--- config.mk ---
export PLATFORM = sky130hd
export DESIGN_NAME = stepper_sequencer
export DESIGN_NICKNAME = d
export VERILOG_FILES = /design/src/rtl/stepper_sequencer.sv
export SDC_FILE = /design/constraint.sdc
export NUM_CORES = 1
export LEC_CHECK = 0
export ABC_AREA = 1
export CORE_ASPECT_RATIO = 0.8
export CORE_UTILIZATION = 45
export CTS_BUF_LIST = sky130_fd_sc_hd__clkbuf_16
export DETAILED_ROUTE_END_ITERATION = 8
export PLACE_DENSITY = 0.67
export SYNTH_ARGS = -nofsm -noshare
export SYNTH_HDL_FRONTEND = slang
export SYNTH_SLANG_ARGS = --single-unit
--- constraint.sdc ---
create_clock -name clock -period 1.9 [get_ports clock]
set_input_delay 0.38 -clock clock [delete_from_list [all_inputs] [get_ports clock]]
set_output_delay 0.38 -clock clock [all_outputs]
set_load 0.02 [all_outputs]
--- src/rtl/stepper_sequencer.sv ---
// stepper_sequencer: command-driven full-step two-phase coil sequencer with position tracking
module stepper_sequencer #(
    parameter int STEP_DIV = 50000,
    parameter bit HOLD_EN  = 1'b1
) (
    input  logic        clock,
    input  logic        reset,
    input  logic        cmd_valid,
    output logic        cmd_ready,
    input  logic        cmd_dir,
    input  logic [15:0] cmd_steps,
    input  logic        cmd_abort,
    output logic [3:0]  coils,
    output logic        busy,
    output logic        done,
    output logic        aborted,
    output logic [15:0] steps_left,
    output logic [15:0] position
);
    localparam int DW = $clog2(STEP_DIV);

    typedef enum logic [1:0] {IDLE, RUN, DONE} state_t;

    state_t          state, state_n;
    logic [1:0]      phase, phase_n;
    logic [DW-1:0]   div, div_n;
    logic            dir, dir_n;
    logic            armed, armed_n;
    logic            aborted_n;
    logic [15:0]     steps_n, position_n;
    logic            tick;

    function automatic logic [3:0] pattern(input logic [1:0] p);
        return p == 2'd0 ? 4'b0011 : p == 2'd1 ? 4'b0110 : p == 2'd2 ? 4'b1100 : 4'b1001;
    endfunction

    assign tick = div == DW'(STEP_DIV - 1);

    always_comb begin
        state_n    = state;
        phase_n    = phase;
        div_n      = div;
        dir_n      = dir;
        armed_n    = armed;
        aborted_n  = aborted;
        steps_n    = steps_left;
        position_n = position;
        unique case (state)
            IDLE: if (cmd_valid) begin
                armed_n   = 1'b1;
                aborted_n = 1'b0;
                dir_n     = cmd_dir;
                steps_n   = cmd_steps;
                div_n     = '0;
                state_n   = cmd_steps == 16'd0 ? DONE : RUN;
            end
            RUN: if (cmd_abort) begin
                aborted_n = 1'b1;
                state_n   = DONE;
            end else if (tick) begin
                phase_n    = dir ? phase + 2'd1 : phase - 2'd1;
                position_n = dir ? position + 16'd1 : position - 16'd1;
                steps_n    = steps_left - 16'd1;
                div_n      = '0;
                state_n    = steps_left == 16'd1 ? DONE : RUN;
            end else begin
                div_n = div + 1'b1;
            end
            default: state_n = IDLE;
        endcase
    end

    // Status and coil outputs are registered from next-state values so they align with the state.
    always_ff @(posedge clock or negedge reset) begin
        if (!reset) begin
            state      <= IDLE;
            phase      <= 2'd0;
            div        <= '0;
            dir        <= 1'b0;
            armed      <= 1'b0;
            aborted    <= 1'b0;
            steps_left <= 16'd0;
            position   <= 16'd0;
            coils      <= 4'b0000;
            cmd_ready  <= 1'b1;
            busy       <= 1'b0;
            done       <= 1'b0;
        end else begin
            state      <= state_n;
            phase      <= phase_n;
            div        <= div_n;
            dir        <= dir_n;
            armed      <= armed_n;
            aborted    <= aborted_n;
            steps_left <= steps_n;
            position   <= position_n;
            coils      <= (state_n == RUN || (HOLD_EN && armed_n)) ? pattern(phase_n) : 4'b0000;
            cmd_ready  <= state_n == IDLE;
            busy       <= state_n == RUN;
            done       <= state_n == DONE;
        end
    end
endmodule

# After elaboration in Yosys (flattened, before gate mapping)
# Cells that the tools add are included.
[classes]
add_sub_neg = 6
multipliers = 0
div = 0
order_cmp = 0
n_eq_ne = 11
shifts = 0
muxes = 28
bitwise = 1
n_reduce_logical = 11
[ops]
columns = ["cell", "count"]
rows = [
  ["$mux W16", 7],
  ["$pmux W16 S2", 2],
  ["$add A16 B1 Y16 const B", 2],
  ["$sub A16 B1 Y16 const B", 2],
  ["$mux W2", 9],
  ["$eq A16 B1 Y1 const B", 1],
  ["$eq A16 B16 Y1 const B", 1],
  ["$logic_not A16 Y1", 1],
  ["$mux W4", 3],
  ["$reduce_and A3 Y1", 3],
  ["$ne A2 B2 Y1 const B", 4],
  ["$eq A2 B1 Y1 const B", 3],
  ["$logic_not A2 Y1", 3],
  ["$eq A2 B2 Y1 const B", 2],
  ["$mux W1", 4],
  ["$pmux W2 S2", 1],
  ["$reduce_and A4 Y1", 1],
  ["$mux W3", 1],
  ["$add A2 B1 Y2 const B", 1],
  ["$pmux W1 S2", 1],
  ["$reduce_and A2 Y1", 1],
  ["$reduce_bool A2 Y1", 1],
  ["$sub A2 B1 Y2 const B", 1],
  ["$logic_or A1 B1 Y1", 1],
  ["$not A1 Y1", 1],
]
[totals]
register_bits = 62
latchBits = 0
ram_bits = 0
rom_bits = 0
out_inout_bits = 40
memories = 0

# Depth between registers and ports, before layout
# Gate-level depths: netlist of the first run.
[logic_depth]
ltp_word = 10
depth_mapped = 13
depth_no_buf = 13

# Least setup slack after synthesis of the first run
# OpenSTA, ideal clock, no wires.
[synth_timing]
path_kind = "register to register"
startpoint = "register dir"
endpoint = "register position[7]"
setup_ps = 117
arrival_time_ps = 1856
slack_ps = -74
path_stages_with_launch = 9
n_path_buf = 0
cell_sequence = "dfrtp_1 -> inv_1 -> ha_1 -> or2_2 -> nand3_1 -> nand2_1 -> or2_2 -> nand3_1 -> nand2_1"
[synth_between]
elab_chain_len = 1
[synth_lines]
columns = ["item", "line", "text"]
rows = [
  ["from (decl)", "27", "logic dir, dir_n;"],
  ["from (signal assigned)", "92", "dir <= dir_n;"],
  ["$mux W16", "62", "position_n = dir ? position + 16'd1 : position - 16'd1;"],
  ["to (signal assigned)", "96", "position <= position_n;"],
  ["to (decl)", "18", "output logic [15:0] position"],
]
# No other way between the ends.
# A chain may end at the register's enable or synchronous reset.

# Final worst setup path of the first run
[layout_timing]
startpoint = "register div[12]"
endpoint = "register coils[1]"
[layout_between]
elab_chain_len = 8
[layout_lines]
columns = ["item", "line", "text"]
rows = [
  ["from (decl)", "26", "logic [DW-1:0] div, div_n;"],
  ["from (signal assigned)", "91", "div <= div_n;"],
  ["$eq A16 B16 Y1 *", "37", "assign tick = div == DW'(STEP_DIV - 1);"],
  ["$mux W2 *", "60", "end else if (tick) begin"],
  ["$mux W2 *", "57", "RUN: if (cmd_abort) begin"],
  ["$mux W2 *", "48", "unique case (state)"],
  ["named net phase_n[0]", "25", "logic [1:0] phase, phase_n;"],
  ["$eq A2 B1 Y1", "34", "return p == 2'd0 ? 4'b0011 : p == 2'd1 ? 4'b0110 : p == 2'd2 ? 4'b1100 : 4'b1001;"],
  ["$mux W4", "34", ""],
  ["$mux W4 *", "34", ""],
  ["$mux W4 *", "97", "coils <= (state_n == RUN || (HOLD_EN && armed_n)) ? pattern(phase_n) : 4'b0000;"],
  ["to (signal assigned)", "97", ""],
  ["to (decl)", "13", "output logic [3:0] coils,"],
]
# Mark *: on every way through the listed nets, which the timed path passes. The rest lies on a longest branch.

==> impl_metrics.py, run 1 <==
metrics = {
    "die": {
        "floorplan.rows": 31,
        "die-area_um2": 9968,
        "die-height_um": 89.50,
        "boundary_pins": 61,
        "initial_utilization_pct": 47.05,
        "die_w_um": 111.4,
        "core_region_area_um2": 9154,
    },
    "sta": {
        "maxSlewHeadroom_pct": 74.00,
        "fin_crit_sh_pct": 104.1,
        "post-route-worst-setup-slack_ps": -78.57,
        "final.setup_skew_ps": 6.254,
        "timing_max_transition_violations_final": 0,
        "timing_hold_violations_final": 0,
        "slew_worst_pin_ps": 386.5,
        "setup-tns-final_ps": -402.8,
        "rsz0062_at_grt": "true",
        "period_needed_ps": 1979,
        "setup_viol": 8,
        "max_freq_mhz": 505.4,
        "hold_ws_ps": 49.43,
    },
    "global_route": {
        "grt_remaining_overflow": 0,
        "antenna_found_initial": 0,
        "largest_net_degree_at_the_start_of_global_routing": 63,
        "gr-usage-all-layers_pct": 23.47,
        "number_of_global_route_vias_before_repair": 3842,
        "first_pass_grt_wire_length_um": 18200,
    },
    "power_and_ir_drop": {
        "total_leakage_power_uw": 0.003000,
        "ir_drop_mv": 0.7156,
        "pwr_density_cell_nw_per_um2": 1185,
        "fin_total_pwr_uw": 7443,
    },
    "outcome": {
        "run_status": "complete, but fails checks",
        "failed_checks": "design-rule violations, negative setup slack",
    },
    "logic_synthesis": {
        "synth.ff_latch_count": 62,
        "synthesis.instances": 621,
        "yosys-top-cells-area": "dfrtp_1, nand2_1, nor2_1, inv_1, ha_1",
        "syn_area_um2": 4307,
        "synth_commonest_cells": "nand2_1, nor2_1, inv_1",
        "syn_area_per_cell_um2": 6.935,
        "synth_most_common_cell": "nand2_1",
        "synthFlopType": "dfrtp_1",
        "synth_top_cell_area_share_pct": 35.44,
        "synth_seq_area_share_pct": 36.05,
        "synth_enable_flop_cells": 0,
        "netlist.top_cell.by_area": "dfrtp_1",
        "postSynth.asyncResetShare_pct": 100.0,
        "synth.distinct_cells": 39,
        "synth.net_count": 662,
        "synth-warning-count": 0,
    },
    "placement": {
        "hpwlAfterDp_um": 8230,
        "port-buffer-count": 60,
        "numPlacedInstances": 826,
        "routabilityCongestion": 0.9897,
    },
    "route": {
        "dr_total_vias": 4483,
        "firstDrtPassIters": 7,
        "routed_wire_length_per_instance_um": 14.89,
        "drt-vias-per-instance": 5.243,
        "totalWireLength_um": 12730,
        "drc": 3,
        "final_antenna_net_count": 0,
        "drt_iter0_drc": 350,
    },
    "clock_network": {
        "worst_skew_pair.late_latency_ps": 340,
        "cts_root_buf": "clkbuf_16",
        "numCtsBuffers": 9,
        "post_cts_hold_buffer_count": 0,
        "cts_max_path_buffers": 2,
        "cts.reportedPaths.clkPinSlew_ps": 60,
        "h_tree_depth": 3,
        "cts_tree": "yes",
        "numClockSinks": 62,
    },
    "final_layout": {
        "layoutNonFillerInstCount": 855,
        "layout-drive-gt1-share_pct": 27.03,
        "final_net_count": 776,
        "antenna_cells": 0,
        "fillCellCount": 721,
        "syn2layout_area_growth_pct": 45.87,
    },
    "hold_path": {
        "hold_path.class": "primary input to async pin",
    },
    "critical_path": {
        "critical_path.slowest_cell": "dfrtp_1",
        "max_stage_delay_on_crit_path_ps": 400,
        "crit_path_start_kind": "register",
        "critical_path.endpoint_type": "register",
        "worstPathCellList": "nor2_1 -> nand4_1 -> nor3_4 -> buf_6 -> xor2_2 -> inv_2 -> ha_4 -> nor2_4 -> inv_2 -> nand2_2 -> inv_1",
        "timing_worst_setup_path_type": "register to register",
        "worst_ep_required_time_ps": 2130,
        "path_buf_inv": 4,
        "critical-path-top-delay-family": "simple AND/OR/NAND/NOR gates",
        "critPathMostFrequentCell": "inv_2",
        "critical_path_peak_fanout": 3,
        "timing.critical_path.arrival_ps": 2210,
    },
    "flow_run": {
        "cap_violations": 0,
    },
}
[worst register-to-register path: stages (launching register included)]
cell,delay (ps)
dfrtp_1,400
nor2_1,240
nand4_1,240
nor3_4,240
buf_6,130
xor2_2,160
inv_2,60
ha_4,160
nor2_4,110
inv_2,40
nand2_2,50
inv_1,30
[cell families (layout without fill, tap and decap cells)]
family | Yosys count | in the layout | synth area share [%]
XOR/XNOR | 13 | 13 | 2.818
AO/OA/AOI/OAI | 54 | 54 | 6.566
buffers and inverters | 90 | 209 | 9.006
adder cells (fa/ha/maj) | 20 | 20 | 5.985
AND/OR/NAND/NOR | 382 | 382 | 39.57
flip-flops | 62 | 62 | 36.05
[per-layer routing]
layer	global-route usage, %	vias to the layer above	routed length [µm]
li1	-	2191	-
met1	33.38	2102	5870
met2	34.94	160	5867
met3	5.966	30	722
met4	7.740	0	267
met5	0	-	0
[worst paths after layout]
kind                        endpoint  slack [ps]  cells after the start  startpoint
max reg2reg                 coils[1]         -80                     11     div[12]
min in group clock             armed         460                      2       armed
max                         coils[1]         -80                     11     div[12]
max in group asynchronous  cmd_ready        1530                      2       reset
min                          div[13]          50                      2       reset
min reg2reg                    armed         460                      2       armed
[report_power, final]
| group | switching, µW | total [µW] | internal (µW) | leakage [µW] |
|---|---|---|---|---|
| combinational | 2120 | 3720 | 1600 | 0.00203 |
| clock | 613 | 1890 | 1270 | 0.000163 |
| sequential | 283 | 1840 | 1560 | 0.000806 |
| total | 3010 | 7440 | 4430 | 0.00300 |
[stage by stage]
step	util, %	area (µm²)	setup WS, ps
final	68.63	6282	-78.57
after global routing	68.63	6282	-181.5
after CTS	62.52	5723	-30.32
after detailed placement	57.94	5304	-222.6
after global placement	57.94	5304	-191.4
after floorplan	-	4323	-67.10
[layout make-up]
| type | count | area (µm²) | share of cell area [%] |
|---|---|---|---|
| clock inverters | 7 | 113.9 | 1.812 |
| multi-input cells | 469 | 2888 | 45.97 |
| repair buffers | 113 | 1044 | 16.61 |
| clock buffers | 9 | 225.2 | 3.585 |
| flip-flops and latches | 62 | 1553 | 24.72 |
| well taps | 115 | 143.9 | 2.290 |
| inverters | 80 | 315.3 | 5.019 |
[flip-flops by register name (all words and copies together) (netlist names), 2 cells and up]
register,cells
div,16
position,16
steps_left,16
coils,4
phase,2
state,2
[layout by cell type (no fill, tap or decap), types with 10 or more instances in the layout]
cell type	count
a21oi_1	14
buf_4	48
clkbuf_16	10
clkdlybuf4s50_1	59
dfrtp_1	61
ha_4	16
inv_1	63
inv_2	13
nand2_1	174
nand2_2	30
nand2_4	15
nand3_1	32
nand3_2	10
nor2_1	63
nor3_1	12
o21ai_0	18
[timing repair]
action	in CTS	in global routing
setup endpoints to repair	11	16
pin swaps	9	51
gates resized for setup	13	110
gates cloned	0	1
buffers inserted	2	10
Note: power is estimated with default switching activity, not from simulation.
==> run 2, diff against run 1 <==
==> constraint.sdc (replaced) <==
create_clock -name clock -period 1.9 [get_ports clock]
set_input_delay 0.285 -clock clock [delete_from_list [all_inputs] [get_ports clock]]
set_output_delay 0.285 -clock clock [all_outputs]
set_load 0.02 [all_outputs]
==> impl_metrics.py, run 2 (synthesized netlist as in run 1, its figures left out) <==
metrics = {
    "critical_path": {
        "critical_path.slowest_cell": "dfrtp_1",
        "reg2reg_from": "dir",
        "timing.critical_path.to": "position[13]",
        "crit_path_start_kind": "register",
        "timing_worst_setup_path_type": "register to register",
        "crit_path_start": "dir",
        "timing.critical_path.arrival_ps": 2190,
        "max_stage_delay_on_crit_path_ps": 390,
        "worst_ep_required_time_ps": 2110,
        "critical_path.endpoint_type": "register",
        "r2r.worst_path.cells": 12,
        "critical_path_peak_fanout": 7,
        "worstPathCellList": "clkinvlp_4 -> clkbuf_16 -> ha_4 -> buf_6 -> nand2_8 -> inv_2 -> nand2_2 -> nand3_2 -> a21oi_4 -> nand3_2 -> nand3_2 -> nand2_1",
        "critPathMostFrequentCell": "nand3_2",
        "terminus_of_the_critical_flop_to_flop_path": "position[13]",
        "setup.reg_to_reg.worst_slack_ps": -80,
    },
    "hold_path": {
        "hold_path.class": "register to register",
    },
    "final_layout": {
        "layout-drive-gt1-share_pct": 27.31,
        "syn2layout_area_growth_pct": 45.41,
        "layoutNonFillerInstCount": 862,
        "design_area_um2": 6262,
        "antenna_cells": 0,
        "final_cell_mix": "nand2_1, nor2_1, inv_1",
        "final_net_count": 784,
        "layout_top_registers": "div x16, position x16, steps_left x16",
        "final_common_cell": "nand2_1",
    },
    "global_route": {
        "largest_net_degree_at_the_start_of_global_routing": 33,
        "antenna_found_initial": 0,
        "first_pass_grt_wire_length_um": 19190,
        "number_of_global_route_vias_before_repair": 4016,
        "grt_remaining_overflow": 0,
        "gr-usage-all-layers_pct": 24.62,
    },
    "die": {
        "initial_utilization_pct": 47.05,
        "boundary_pins": 61,
        "die_w_um": 111.4,
        "core_region_area_um2": 9154,
        "floorplan.rows": 31,
        "die-area_um2": 9968,
        "die-height_um": 89.50,
    },
    "sta": {
        "timing_hold_violations_final": 0,
        "fin_crit_sh_pct": 104.2,
        "maxSlewHeadroom_pct": 71.51,
        "setup_viol": 8,
        "slew_worst_pin_ps": 427.4,
        "final.setup_skew_ps": 5.743,
        "setup-tns-final_ps": -292.2,
        "timing_max_transition_violations_final": 0,
        "rsz0062_at_grt": "true",
        "post-route-worst-setup-slack_ps": -80.43,
        "max_freq_mhz": 504.9,
        "period_needed_ps": 1980,
    },
    "clock_network": {
        "numCtsBuffers": 9,
        "cts_max_path_buffers": 2,
        "cts_root_buf": "clkbuf_16",
        "cts.reportedPaths.clkPinSlew_ps": 50,
        "worst_skew_pair.late_latency_ps": 330,
        "h_tree_depth": 3,
        "cts_tree": "yes",
        "numClockSinks": 62,
    },
    "outcome": {
        "run_status": "complete, but fails checks",
        "failed_checks": "design-rule violations, negative setup slack",
    },
    "route": {
        "drt-vias-per-instance": 5.239,
        "final_antenna_net_count": 0,
        "totalWireLength_um": 12780,
        "drt_iter0_drc": 306,
        "drc": 3,
        "firstDrtPassIters": 7,
        "dr_total_vias": 4516,
        "routed_wire_length_per_instance_um": 14.83,
    },
    "placement": {
        "hpwlAfterDp_um": 8218,
        "routabilityCongestion": 0.9522,
        "numPlacedInstances": 827,
        "port-buffer-count": 60,
        "post_dp_cell_area_um2": 5299,
    },
    "power_and_ir_drop": {
        "pwr_density_cell_nw_per_um2": 1111,
        "total_leakage_power_uw": 0.003009,
        "ir_drop_mv": 0.7108,
    },
    "flow_run": {
        "cap_violations": 0,
    },
}
[run 2: cell count changes in the layout (fill, tap and decap cells not counted), sizes merged]
cell / previous run / this run
buf: 53 / 60
bufinv: 3 / 0
clkinv: 2 / 5
clkinvlp: 3 / 1
dlygate4sd3: 0 / 1
inv: 79 / 80
[run 2: worst min-delay path by stage]
stage	startpoint	to	slack, ps	cells past startpoint
after floorplan	reset	aborted	-10	0
after global placement	reset	div[9]	340	2
after detailed placement	reset	div[9]	350	2
after CTS	armed	armed	460	2
after global routing	armed	armed	480	2
final	armed	armed	450	2
[run 2: what timing repair did]
action                                 4_1_cts  5_1_grt
gates cloned                                 1        0
buffers inserted                             9       10
hold buffers                                 1        0
pin swaps                                   15       43
endpoints found under the hold margin        1        0
gates resized for setup                     43       84
setup endpoints to repair                    8       15
[run 2: critical path, delay by kind of cell (launching register included)]
kind	cells	cell delay, ps
adders and majority gates	1	260
buffers and inverters	4	560
DFF	1	390
and+or+nand+nor	6	500
AOI/OAI and AO/OA	1	150
[run 2: power by group]
group	switching (µW)	internal [µW]	leakage, µW	total, µW
registers	277	1560	0.000806	1840
logic	2110	1620	0.00207	3720
clock network	551	846	0.000128	1400
[run 2: metrics by stage]
stage | power, µW | worst slack (ps) | hold WS, ps | util (%)
6_report | 6959 | -80.43 | 454.4 | 68.41
5_1_grt | 7379 | -170.8 | 482.7 | 68.41
4_1_cts | 6513 | -29.66 | 458.5 | 64.38
3_5_place_dp | 4758 | -143.4 | 347.9 | 57.89
3_3_place_gp | 4712 | -90.76 | 343.5 | 57.89
2_1_floorplan | 3664 | -67.10 | -10.59 | -
[run 2: area by class of cell]
cell class                 instances  area, µm²
fill                             713       2892
multi-input combinational        469       2905
timing repair buffer             121       1105
clock buffer                       9      225.2
inverter                          80      307.8
sequential                        62       1553
tap                              115      143.9
clock inverter                     6      22.52
[run 2: routing by layer]
metal / wire (µm) / share of wire [%] / track usage [%] / up-vias
met4: 154 / 1.2 / 7.248 / 0
met2: 6053 / 47 / 40.23 / 192
met3: 848 / 6.6 / 4.746 / 16
li1: - / - / - / 2212
met5: 0 / 0 / 0 / -
met1: 5725 / 45 / 33.54 / 2096
==> run 3, diff against run 2 <==
--- a/config.mk
+++ b/config.mk
@@ -10,6 +10,7 @@
 export CORE_UTILIZATION = 45
 export CTS_BUF_LIST = sky130_fd_sc_hd__clkbuf_16
 export DETAILED_ROUTE_END_ITERATION = 8
+export MAX_ROUTING_LAYER = met4
 export PLACE_DENSITY = 0.67
 export SYNTH_ARGS = -nofsm -noshare
 export SYNTH_HDL_FRONTEND = slang
==> impl_metrics.py, run 3 (synthesized netlist as in run 1, its figures left out) <==
metrics = {
    "clock_network": {
        "worst_skew_pair.late_latency_ps": 330,
        "cts_root_buf": "clkbuf_16",
        "cts.reportedPaths.clkPinSlew_ps": 50,
        "cts_tree": "yes",
        "numClockSinks": 62,
        "numCtsBuffers": 9,
        "cts_max_path_buffers": 2,
        "h_tree_depth": 3,
    },
    "critical_path": {
        "r2r.worst_path.cells": 13,
        "timing_worst_setup_path_type": "register to register",
        "setup.reg_to_reg.worst_slack_ps": -90,
        "crit_path_start_kind": "register",
        "reg2reg_from": "dir",
        "critical_path_peak_fanout": 7,
        "terminus_of_the_critical_flop_to_flop_path": "position[15]",
        "worst_ep_required_time_ps": 2130,
        "critical_path.endpoint_type": "register",
        "timing.critical_path.arrival_ps": 2220,
    },
    "sta": {
        "slew_worst_pin_ps": 431.7,
        "fin_crit_sh_pct": 104.7,
        "period_needed_ps": 1990,
        "max_freq_mhz": 502.6,
        "maxSlewHeadroom_pct": 71.22,
        "timing_max_transition_violations_final": 0,
        "timing_hold_violations_final": 0,
        "rsz0062_at_grt": "true",
        "final.setup_skew_ps": 5.164,
        "setup_viol": 7,
        "post-route-worst-setup-slack_ps": -89.63,
    },
    "route": {
        "final_antenna_net_count": 0,
        "firstDrtPassIters": 7,
        "drc": 3,
        "drt_iter0_drc": 275,
        "totalWireLength_um": 12820,
        "dr_total_vias": 4537,
        "drt-vias-per-instance": 5.257,
        "routed_wire_length_per_instance_um": 14.86,
    },
    "power_and_ir_drop": {
        "p_sw_share_pct": 42.41,
        "power_frac_seq_pct": 26.2,
        "p_switching_uw": 2977,
        "pwr_density_cell_nw_per_um2": 1114,
        "part_of_the_power_in_the_clock_network_pct": 20.1,
        "total_leakage_power_uw": 0.003018,
        "ir_drop_mv": 0.7110,
        "comb_power_share_pct": 53.7,
        "power.internal_uw": 4043,
    },
    "global_route": {
        "global_route.usage.met2_pct": 40.23,
        "grt_use_met3_pct": 5.424,
        "largest_net_degree_at_the_start_of_global_routing": 33,
        "gr-usage-all-layers_pct": 25.63,
        "globalRoute.busiestLayer": "met2",
        "number_of_global_route_vias_before_repair": 4007,
        "first_pass_grt_wire_length_um": 19220,
        "grt_use_met1_pct": 33.67,
        "grt_remaining_overflow": 0,
        "antenna_found_initial": 0,
    },
    "outcome": {
        "run_status": "complete, but fails checks",
        "failed_checks": "design-rule violations, negative setup slack",
    },
    "die": {
        "core_region_area_um2": 9154,
        "boundary_pins": 61,
        "initial_utilization_pct": 47.05,
        "die-height_um": 89.50,
        "floorplan.rows": 31,
        "die_w_um": 111.4,
        "die-area_um2": 9968,
    },
    "hold_path": {
        "min_from": "armed",
        "hold_path.class": "register to register",
        "min_delay_path_depth": 2,
        "hold_end": "armed",
    },
    "final_layout": {
        "layoutNonFillerInstCount": 863,
        "final_cell_mix": "nand2_1, nor2_1, inv_1",
        "layout_top_registers": "div x16, position x16, steps_left x16",
        "syn2layout_area_growth_pct": 46.28,
        "final_net_count": 785,
        "final_common_cell": "nand2_1",
        "utilization_pct": 68.82,
        "antenna_cells": 0,
        "layout-drive-gt1-share_pct": 27.67,
    },
    "placement": {
        "numPlacedInstances": 827,
        "hpwlAfterDp_um": 8218,
        "routabilityCongestion": 0.9696,
        "port-buffer-count": 60,
    },
    "flow_run": {
        "cap_violations": 0,
    },
}
[run 3: worst max-delay path by stage]
stage	slack, ps	end	start	depth (start not counted)
after floorplan	-70	position[6]	dir	9
after global placement	-90	coils[1]	cmd_abort	11
after detailed placement	-140	coils[1]	cmd_abort	11
after CTS	-30	position[6]	dir	10
after global routing	-170	coils[1]	div[4]	11
final	-90	position[15]	dir	13
[run 3: stage by stage]
step	setup TNS, ps	total power (µW)	instance area [µm²]	setup slack [ps]	hold WS, ps
global route	-1451	7440	6300	-170.5	482.7
CTS	-29.66	6513	5893	-29.66	458.5
floorplan	-162.9	3664	4323	-67.10	-10.59
finish	-365.3	7019	6300	-89.63	460.9
global placement	-248.8	4712	5299	-90.76	343.5
detailed placement	-693.7	4758	5299	-143.4	347.9
[run 3: area by class of cell]
type	count	area [µm²]
clock buffer	9	225.2
clock inverter	6	22.52
fill	714	2854
inverter	80	307.8
multi-input combinational	469	2935
sequential	62	1553
tap	115	143.9
timing repair buffer	122	1112
[run 3: worst max-delay path, stage by stage, from the launching register on]
cell,delay (ps)
dfrtp_1,390
clkinvlp_4,170
buf_12,190
ha_4,280
buf_6,120
nand2_4,60
inv_2,70
nand2_2,70
nor3_2,160
nand2_1,120
nand3_1,100
nand2_1,60
nand2_1,50
nand2_1,50
[run 3: repair_timing]
action,CTS,global route
cloned,1,0
hold endpoints to repair,1,0
endpoints found under the setup margin,8,15
pin swaps,15,45
setup buffers,9,11
hold buffers,1,0
gates resized for setup,43,91
[run 3: per-layer routing]
| layer | wire (µm) | vias to the layer above |
|---|---|---|
| li1 | - | 2211 |
| met1 | 5810 | 2114 |
| met2 | 5961 | 185 |
| met3 | 865 | 27 |
| met4 | 186 | 0 |
| met5 | 0 | - |
[run 3: power by group through the flow]
stage               Sequential (µW)  Combinational [µW]  Clock, µW
floorplan                      2030                1630          0
global placement               1850                2860          0
detailed placement             1850                2910          0
CTS                            1830                3250       1430
global route                   1870                4060       1510
finish                         1840                3770       1410
